### config.mk
export PLATFORM = sky130hd
export DESIGN_NAME = fp16_operand_stage
export DESIGN_NICKNAME = d
export VERILOG_FILES = /design/src/rtl/fp16_pkg.sv /design/src/rtl/fp16_classify.sv /design/src/rtl/fp16_operand_stage.sv
export SDC_FILE = /design/constraint.sdc
export NUM_CORES = 1
export LEC_CHECK = 0
export CAP_MARGIN = 30
export CORE_UTILIZATION = 40
export CTS_CLUSTER_DIAMETER = 200
export DETAILED_ROUTE_END_ITERATION = 10
export HOLD_SLACK_MARGIN = 0.03
export PLACE_DENSITY = 0.74
export SLEW_MARGIN = 40
export SYNTH_ARGS = -nofsm -noshare
export SYNTH_HDL_FRONTEND = slang
export SYNTH_SLANG_ARGS = --single-unit
export TNS_END_PERCENT = 100
### constraint.sdc
create_clock -name clk_i -period 4.1 [get_ports clk_i]
set_input_delay 0.615 -clock clk_i [delete_from_list [all_inputs] [get_ports clk_i]]
set_output_delay 0.615 -clock clk_i [all_outputs]
set_load 0.02 [all_outputs]
### src/rtl/fp16_pkg.sv
// Shared types for the FP16 operand front end: operand class codes,
// field widths and the unpacked-operand / ordered-pair records.
package fp16_pkg;

  localparam int EXP_W  = 5;
  localparam int MANT_W = 10;
  localparam logic [EXP_W-1:0] EXP_MAX_VAL = 5'd31;

  typedef enum logic [2:0] {
    CLS_ZERO = 3'd0,
    CLS_SUB  = 3'd1,
    CLS_NORM = 3'd2,
    CLS_INF  = 3'd3,
    CLS_QNAN = 3'd4,
    CLS_SNAN = 3'd5
  } fp16_cls_e;

  typedef struct packed {
    logic              sign;
    logic [EXP_W-1:0]  exp;
    logic [MANT_W-1:0] mant;
    fp16_cls_e         cls;
  } fp16_op_t;

  typedef struct packed {
    logic              sign_a;
    logic              sign_b;
    logic [EXP_W-1:0]  exp_a;
    logic [EXP_W-1:0]  exp_b;
    logic [EXP_W-1:0]  exp_diff;
    logic [MANT_W-1:0] mant_a;
    logic [MANT_W-1:0] mant_b;
    logic              swapped;
    fp16_cls_e         cls_a;
    fp16_cls_e         cls_b;
    logic              exc_hint;
  } fp16_pair_t;

endpackage

### src/rtl/fp16_classify.sv
// Combinational binary16 unpacker and classifier.
// Build option FP16_OPSTAGE_FTZ_EN flushes subnormals to signed zero.
module fp16_classify
  import fp16_pkg::*;
(
  input  logic [15:0]       op_i,
  output logic              sign_o,
  output logic [EXP_W-1:0]  exp_o,
  output logic [EXP_W-1:0]  eff_exp_o,
  output logic [MANT_W-1:0] mant_o,
  output logic [2:0]        cls_o
);

  logic [EXP_W-1:0]  exp_raw;
  logic [MANT_W-1:0] mant_raw;
  fp16_cls_e         cls;

  assign sign_o   = op_i[15];
  assign exp_raw  = op_i[14:10];
  assign mant_raw = op_i[9:0];
  assign exp_o    = exp_raw;

  always_comb begin
    if (exp_raw == '0)
      cls = (mant_raw == '0) ? CLS_ZERO : CLS_SUB;
    else if (exp_raw != EXP_MAX_VAL)
      cls = CLS_NORM;
    else if (mant_raw == '0)
      cls = CLS_INF;
    else if (mant_raw[MANT_W-1])
      cls = CLS_QNAN;
    else
      cls = CLS_SNAN;
  end

`ifdef FP16_OPSTAGE_FTZ_EN
  // Flushed operands are true zeros, so their exponent stays 0 for alignment.
  assign mant_o    = (cls == CLS_SUB) ? '0 : mant_raw;
  assign cls_o     = (cls == CLS_SUB) ? CLS_ZERO : cls;
  assign eff_exp_o = exp_raw;
`else
  assign mant_o    = mant_raw;
  assign cls_o     = cls;
  assign eff_exp_o = (exp_raw == '0) ? EXP_W'(1) : exp_raw;
`endif

endmodule

### src/rtl/fp16_operand_stage.sv
// Two-stage operand front end for the FP16 adder: unpack/classify, then order by magnitude.
// Build option FP16_OPSTAGE_FTZ_EN enables subnormal flush-to-zero in stage 1.
module fp16_operand_stage
  import fp16_pkg::*;
(
  input  logic              clk_i,
  input  logic              rst_ni,
  input  logic              in_valid_i,
  output logic              in_ready_o,
  input  logic [15:0]       in_a_i,
  input  logic [15:0]       in_b_i,
  output logic              out_valid_o,
  input  logic              out_ready_i,
  output logic              sign_a_o,
  output logic              sign_b_o,
  output logic [EXP_W-1:0]  exp_a_o,
  output logic [EXP_W-1:0]  exp_b_o,
  output logic [EXP_W-1:0]  exp_max_o,
  output logic [EXP_W-1:0]  exp_diff_o,
  output logic [MANT_W-1:0] mant_a_o,
  output logic [MANT_W-1:0] mant_b_o,
  output logic              swapped_o,
  output logic [2:0]        class_a_o,
  output logic [2:0]        class_b_o,
  output logic              exc_hint_o
);

  logic              sa, sb;
  logic [EXP_W-1:0]  ea, eb, fa, fb;
  logic [MANT_W-1:0] ma, mb;
  logic [2:0]        ca, cb;

  fp16_op_t          opa_d, opb_d, opa_q, opb_q;
  logic [EXP_W-1:0]  effa_d, effb_d, effa_q, effb_q;
  logic              v1_q, v2_q, adv1, adv2;

  fp16_op_t          hi, lo;
  logic [EXP_W-1:0]  hi_eff, lo_eff;
  logic              swap;
  fp16_pair_t        pair_d, pair_q;

  fp16_classify u_cls_a (
    .op_i(in_a_i), .sign_o(sa), .exp_o(ea), .eff_exp_o(fa), .mant_o(ma), .cls_o(ca)
  );

  fp16_classify u_cls_b (
    .op_i(in_b_i), .sign_o(sb), .exp_o(eb), .eff_exp_o(fb), .mant_o(mb), .cls_o(cb)
  );

  assign adv2       = ~v2_q | out_ready_i;
  assign adv1       = ~v1_q | adv2;
  assign in_ready_o = adv1;

  always_comb begin
    opa_d  = '{sign: sa, exp: ea, mant: ma, cls: fp16_cls_e'(ca)};
    opb_d  = '{sign: sb, exp: eb, mant: mb, cls: fp16_cls_e'(cb)};
    effa_d = fa;
    effb_d = fb;
  end

  // Ties keep the original order so equal magnitudes never report a swap.
  always_comb begin
    swap   = {opb_q.exp, opb_q.mant} > {opa_q.exp, opa_q.mant};
    hi     = swap ? opb_q : opa_q;
    lo     = swap ? opa_q : opb_q;
    hi_eff = swap ? effb_q : effa_q;
    lo_eff = swap ? effa_q : effb_q;

    pair_d          = '0;
    pair_d.sign_a   = hi.sign;
    pair_d.sign_b   = lo.sign;
    pair_d.exp_a    = hi.exp;
    pair_d.exp_b    = lo.exp;
    pair_d.exp_diff = hi_eff - lo_eff;
    pair_d.mant_a   = hi.mant;
    pair_d.mant_b   = lo.mant;
    pair_d.swapped  = swap;
    pair_d.cls_a    = hi.cls;
    pair_d.cls_b    = lo.cls;
    pair_d.exc_hint = (hi.cls >= CLS_INF) || (lo.cls >= CLS_INF);
  end

  always_ff @(posedge clk_i) begin
    if (!rst_ni) begin
      v1_q   <= 1'b0;
      v2_q   <= 1'b0;
      opa_q  <= '0;
      opb_q  <= '0;
      effa_q <= '0;
      effb_q <= '0;
      pair_q <= '0;
    end else begin
      if (adv1) begin
        v1_q <= in_valid_i;
        if (in_valid_i) begin
          opa_q  <= opa_d;
          opb_q  <= opb_d;
          effa_q <= effa_d;
          effb_q <= effb_d;
        end
      end
      if (adv2) begin
        v2_q <= v1_q;
        if (v1_q) pair_q <= pair_d;
      end
    end
  end

  assign out_valid_o = v2_q;
  assign sign_a_o    = pair_q.sign_a;
  assign sign_b_o    = pair_q.sign_b;
  assign exp_a_o     = pair_q.exp_a;
  assign exp_b_o     = pair_q.exp_b;
  assign exp_max_o   = pair_q.exp_a;
  assign exp_diff_o  = pair_q.exp_diff;
  assign mant_a_o    = pair_q.mant_a;
  assign mant_b_o    = pair_q.mant_b;
  assign swapped_o   = pair_q.swapped;
  assign class_a_o   = pair_q.cls_a;
  assign class_b_o   = pair_q.cls_b;
  assign exc_hint_o  = pair_q.exc_hint;

endmodule

# Yosys cells after proc, flatten, opt, wreduce, memory -nomap -nowiden
# Cells that the tools add are included.
dict set report totals {
  reg_bits 95
  in_bits 36
  out_inout_bits 52
  elab_cells 56
}
dict set report classes {
  add_sub_neg 1
  n_lt_le_gt_ge 3
  n_eq_ne 2
  muxes 16
  n_bitwise 4
  reduce_logical 7
}
# operator n
set ops {}
lappend ops {{two-way mux 19 bit} 2}
lappend ops {{logical NOT 10 bit} 2}
lappend ops {{two-way mux 5 bit} 4}
lappend ops {{two-way mux 3 bit} 6}
lappend ops {{> comparator 15 bit} 1}
lappend ops {{logical NOT 5 bit} 2}
lappend ops {{inequality test 5 bit, second input constant} 2}
lappend ops {{greater-or-equal comparator 3 x 2 -> 1 bit, second input constant} 2}
lappend ops {{subtractor 5 bit} 1}
lappend ops {{two-way mux 1 bit} 4}
lappend ops {{AND reduction 2 bit} 2}
lappend ops {{NOT 1 bit} 2}
lappend ops {{bitwise OR 1 bit} 2}
lappend ops {{logical OR 1 bit} 1}

# Longest topological paths before layout
dict set report logic_depth {
  ltp_word 4
  depth_mapped 15
}

# By module
# Synthesis repeated with hierarchy kept, for this count alone.
dict set report unflattened {
  cells_unflattened 583
  hier_area_um2 4989.8
}
# module instances cells_per_inst area_each_um2
set by_module_without_submodules {}
lappend by_module_without_submodules {fp16_operand_stage 1 521 4539.4}
lappend by_module_without_submodules {fp16_classify 2 31 225.2}

# Worst setup path after synthesis
# No wires, ideal clock.
dict set report synth_timing {
  kind {register to register}
  startpoint {register opa_q[7] (netlist bit)}
  endpoint {register pair_q (netlist bit exp_diff_o[4])}
  arrival_ns 2.669
  t_required_ns 3.984
  slack_ns 1.315
  path_stages_with_launch 16
  period_less_slack_ns 2.785
  path_cell_list {dfxtp_1 -> inv_1 -> ha_1 -> nand4_1 -> a21oi_1 -> o31ai_2 -> a21oi_4 -> mux2i_1 -> ha_1 -> o21ai_1 -> nand2b_1 -> maj3_1 -> mux2i_1 -> xnor2_1 -> nand2_1 -> o211a_1}
}
dict set report synth_via {
  elab_chain_len 3
  elab_cells_between_ends 4
}
# item line_no
set synth_rtl {}
lappend synth_rtl {{start, declared} fp16_operand_stage.sv:33} ;# fp16_op_t opa_d, opb_d, opa_q, opb_q;
lappend synth_rtl {{start signal, assigned} fp16_operand_stage.sv:96} ;# opa_q <= opa_d;
lappend synth_rtl {{> comparator 15 bit (*)} fp16_operand_stage.sv:63} ;# swap = {opb_q.exp, opb_q.mant} > {opa_q.exp, opa_q.mant};
lappend synth_rtl {{two-way mux 5 bit, on equally long branches} {fp16_operand_stage.sv:66, fp16_operand_stage.sv:67}}
lappend synth_rtl {{subtractor 5 bit (*)} fp16_operand_stage.sv:74} ;# pair_d.exp_diff = hi_eff - lo_eff;
lappend synth_rtl {{end signal, assigned} fp16_operand_stage.sv:104} ;# if (v1_q) pair_q <= pair_d;
lappend synth_rtl {{end, declared} fp16_operand_stage.sv:40} ;# fp16_pair_t pair_d, pair_q;
# Mark *: on every way between the ends. The rest lies on a longest branch, timed or not.
# A chain may end at the register's enable or synchronous reset.

# Final worst setup path
dict set report layout_timing {
  startpoint {register opa_q[5] (netlist bit)}
  endpoint {register pair_q (netlist bit exp_diff_o[4])}
}
# The elaborated chain is that of the path after synthesis.

==> impl_metrics.py <==
metrics = {
    "run_status": {
        "status": "completed",
    },
    "sta": {
        "fin_crit_sh": 0.769,
        "maxSlewHeadroom": 0.494,
        "finClkSkew_ps": 11.2,
        "min_period_ps": 3150,
        "hold_viol_final": 0,
        "fmax_mhz": 317,
        "rsz0062_at_grt": "no",
        "setup_tns_ps": 0,
        "worstMarginPinSlew_ps": 759,
        "setup_viol": 0,
        "final_max_slew_viol_count": 0,
    },
    "floorplan": {
        "fp.coreArea_um2": 11000,
        "rows": 38,
        "die_y_um": 110,
        "initial_core_util": 0.419,
        "die_area_um2": 12000,
        "io_pins": 88,
        "die_w_um": 110,
    },
    "clock_network": {
        "cts_setup_buffers": 0,
        "cts_hold_repair.buffers": 0,
        "clk_pin_slew_ps": 70,
        "cts.sinks": 95,
        "root_buffer": "clkbuf_16",
        "ctsLongestPathBuffers": 2,
        "cts_resized": 0,
        "htreeDepth": 3,
        "insertion_delay_ps": 340,
        "cts_tree": "yes",
        "cts_buffers": 9,
    },
    "global_routing": {
        "grt_max_degree": 67,
        "grt_pass1_wl_mm": 18.4,
        "grt.overflow.total": 0,
        "grt_use_total": 0.199,
        "first_global_vias": 3743,
        "antenna_found_initial": 0,
    },
    "worst_setup_path": {
        "crit_arrival_ps": 3390,
        "critPathSlowestCell": "maj3_1",
        "crit_path_cell_trace": "inv_1, ha_1, a21oi_1, a21oi_1, o31ai_2, a21oi_4, mux2i_1, ha_1, nor2_1, o21ai_0, maj3_1, mux2i_1, xnor2_1, nand2_1, o211a_1",
        "critPathTopFamily": "adder cells",
        "slowest_delay_ps": 370,
        "crit_required_ps": 4340,
        "startpoint_type": "flip-flop",
        "crit_fanout": 4,
        "critPathKind": "flip-flop to flip-flop",
        "critPathBufInv": 1,
        "endpoint_kind": "flip-flop",
    },
    "synthesis": {
        "syn_avg_cell_area_um2": 8.84,
        "synthCells": 523,
        "synth_ff_type": "dfxtp_1",
        "synth.net_count": 575,
        "synth_compound_area_frac": 0.235,
        "yosysSeqAreaShare": 0.411,
        "netlist-cell-type-count": 46,
        "netlist_area_um2": 4620,
        "synthAdderAreaFrac": 0.0476,
        "synthArstFlopShare": 0,
        "synth_seq_cells": 95,
        "synth_top_family_by_area": "compound AO/OA/AOI/OAI gates",
        "synth_edf_count": 0,
        "yosys-mux-area-fraction": 0.0574,
        "yosys.area_share.simple": 0.187,
        "synth_xor_area_frac": 0.00568,
        "yosys_warnings": 0,
    },
    "power": {
        "p_per_area_nw_per_um2": 407,
        "leakagePower_nw": 2.59,
        "vdd_ir_drop_max_mv": 0.189,
    },
    "drt": {
        "firstDrtPassIters": 5,
        "wl_mm": 11.4,
        "wl_per_cell_um": 15.5,
        "detail-route-antenna-nets": 0,
        "vias_per_cell": 5.41,
        "drc": 0,
        "dr.first_iter.drc_count": 266,
        "vias": 3968,
    },
    "final_layout": {
        "stdcell_count": 733,
        "mostFrequentLayoutCell": "nand2_1",
        "layout-area-overhead-vs-synth_pct": 26.4,
        "fillers": 1018,
        "multi_input_area_um2": 2470,
        "drive_gt1_frac": 0.0489,
        "final_util": 0.530,
        "antenna_cells": 0,
        "final_cell_mix": "nand2_1 (129), dfxtp_1 (95), clkdlybuf4s50_1 (86)",
        "register_area_um2": 1900,
        "final_nets": 640,
    },
    "placement": {
        "dp_cells": 717,
        "place.gp.congestion": 0.809,
        "hpwlAfterDp_mm": 8.14,
        "numPortBuffers": 87,
    },
    "run": {
        "maxCapViolations": 0,
    },
    "min_path": {
        "min-delay-path-class": "flip-flop to flip-flop",
    },
}
## per-stage QoR
stage	power, W	setup WS [ps]	instance area, µm²	hold WS, ps
global placement	0.00154	1180	5530	465
finish	0.00238	947	5840	472
global route	0.00249	805	5840	504
floorplan	0.00138	1320	4620	455
CTS	0.00240	960	5840	481
detailed placement	0.00155	1060	5550	472
## layout make-up
class                           instances  area share
Clock buffer                           10      0.0392
Clock inverter                          6      0.0118
Inverter                               17      0.0109
Multi-Input combinational cell        372       0.423
Sequential cell                        95       0.325
Tap cell                              140      0.0300
Timing Repair Buffer                   93       0.160
## per-layer routing
metal	wire length, µm	up-vias	global-route usage
li1	-	1962	-
met1	5290	1881	0.262
met2	5350	113	0.328
met3	598	12	0.0445
met4	155	0	0.0533
met5	0	-	0
## sequential cells by signal, summed over array words and instances (netlist names), 3 cells and up
signal,flops
opa_q,19
opb_q,19
effb_q,5
effa_q,5
exp_b_o,5
exp_a_o,5
mant_b_o,10
class_a_o,3
exp_diff_o,5
class_b_o,3
mant_a_o,10
## cell usage after synthesis (2+ instances only)
| cell type | count | area [µm²] |
|---|---|---|
| a21boi_0 | 43 | 323 |
| nor2b_1 | 11 | 68.8 |
| nand4_1 | 2 | 12.5 |
| nand3b_1 | 2 | 15.0 |
| buf_6 | 3 | 33.8 |
| ha_1 | 16 | 200 |
| nand2_1 | 129 | 484 |
| inv_1 | 17 | 63.8 |
| maj3_1 | 2 | 20.0 |
| clkbuf_1 | 26 | 97.6 |
| and2_1 | 2 | 12.5 |
| nand2b_1 | 5 | 31.3 |
| buf_4 | 5 | 37.5 |
| dfxtp_1 | 95 | 1900 |
| o21ai_1 | 3 | 15.0 |
| xnor2_1 | 2 | 17.5 |
| or4_1 | 4 | 30.0 |
| and3_1 | 2 | 12.5 |
| o21ai_0 | 9 | 45.0 |
| nor4bb_1 | 3 | 30.0 |
| buf_2 | 4 | 20.0 |
| mux2i_1 | 25 | 250 |
| o211ai_1 | 17 | 128 |
| a21oi_1 | 10 | 50.1 |
| nor3_1 | 3 | 15.0 |
| nor4_1 | 4 | 25.0 |
| nand3_1 | 7 | 35.0 |
| o211a_1 | 43 | 430 |
| nor2_1 | 12 | 45.0 |
## worst reg2reg max path: stages, from the launching register on
cell     delay [ps]
dfxtp_1         350
inv_1            70
ha_1            330
a21oi_1         170
a21oi_1         100
o31ai_2         310
a21oi_4         100
mux2i_1         170
ha_1            250
nor2_1          140
o21ai_0         130
maj3_1          370
mux2i_1         190
xnor2_1         150
nand2_1          70
o211a_1         140
## logic make-up after synthesis
group                      after synthesis
AOI/OAI and AO/OA                      135
xor gates and xnor gates                 3
adders and majority gates               18
buffers and inverters                   56
DFF                                     95
muxes                                   26
and+or+nand+nor                        190
## where the power goes
group	total [W]	internal, W	switching, W	leakage [nW]
Sequential	0.00103	0.000983	0.0000468	0.783
Combinational	0.000502	0.000231	0.000272	1.66
Clock	0.000850	0.000478	0.000372	0.143
## final timing paths
kind	to	cells after the start	start	slack, ps
hold / removal	exp_diff_o[1]	2	exp_diff_o[1]	470
setup reg to reg	exp_diff_o[4]	15	opa_q[5]	950
setup / recovery	exp_diff_o[4]	15	opa_q[5]	950
hold reg to reg	exp_diff_o[1]	2	exp_diff_o[1]	470
(Power assumes the default switching activity.)
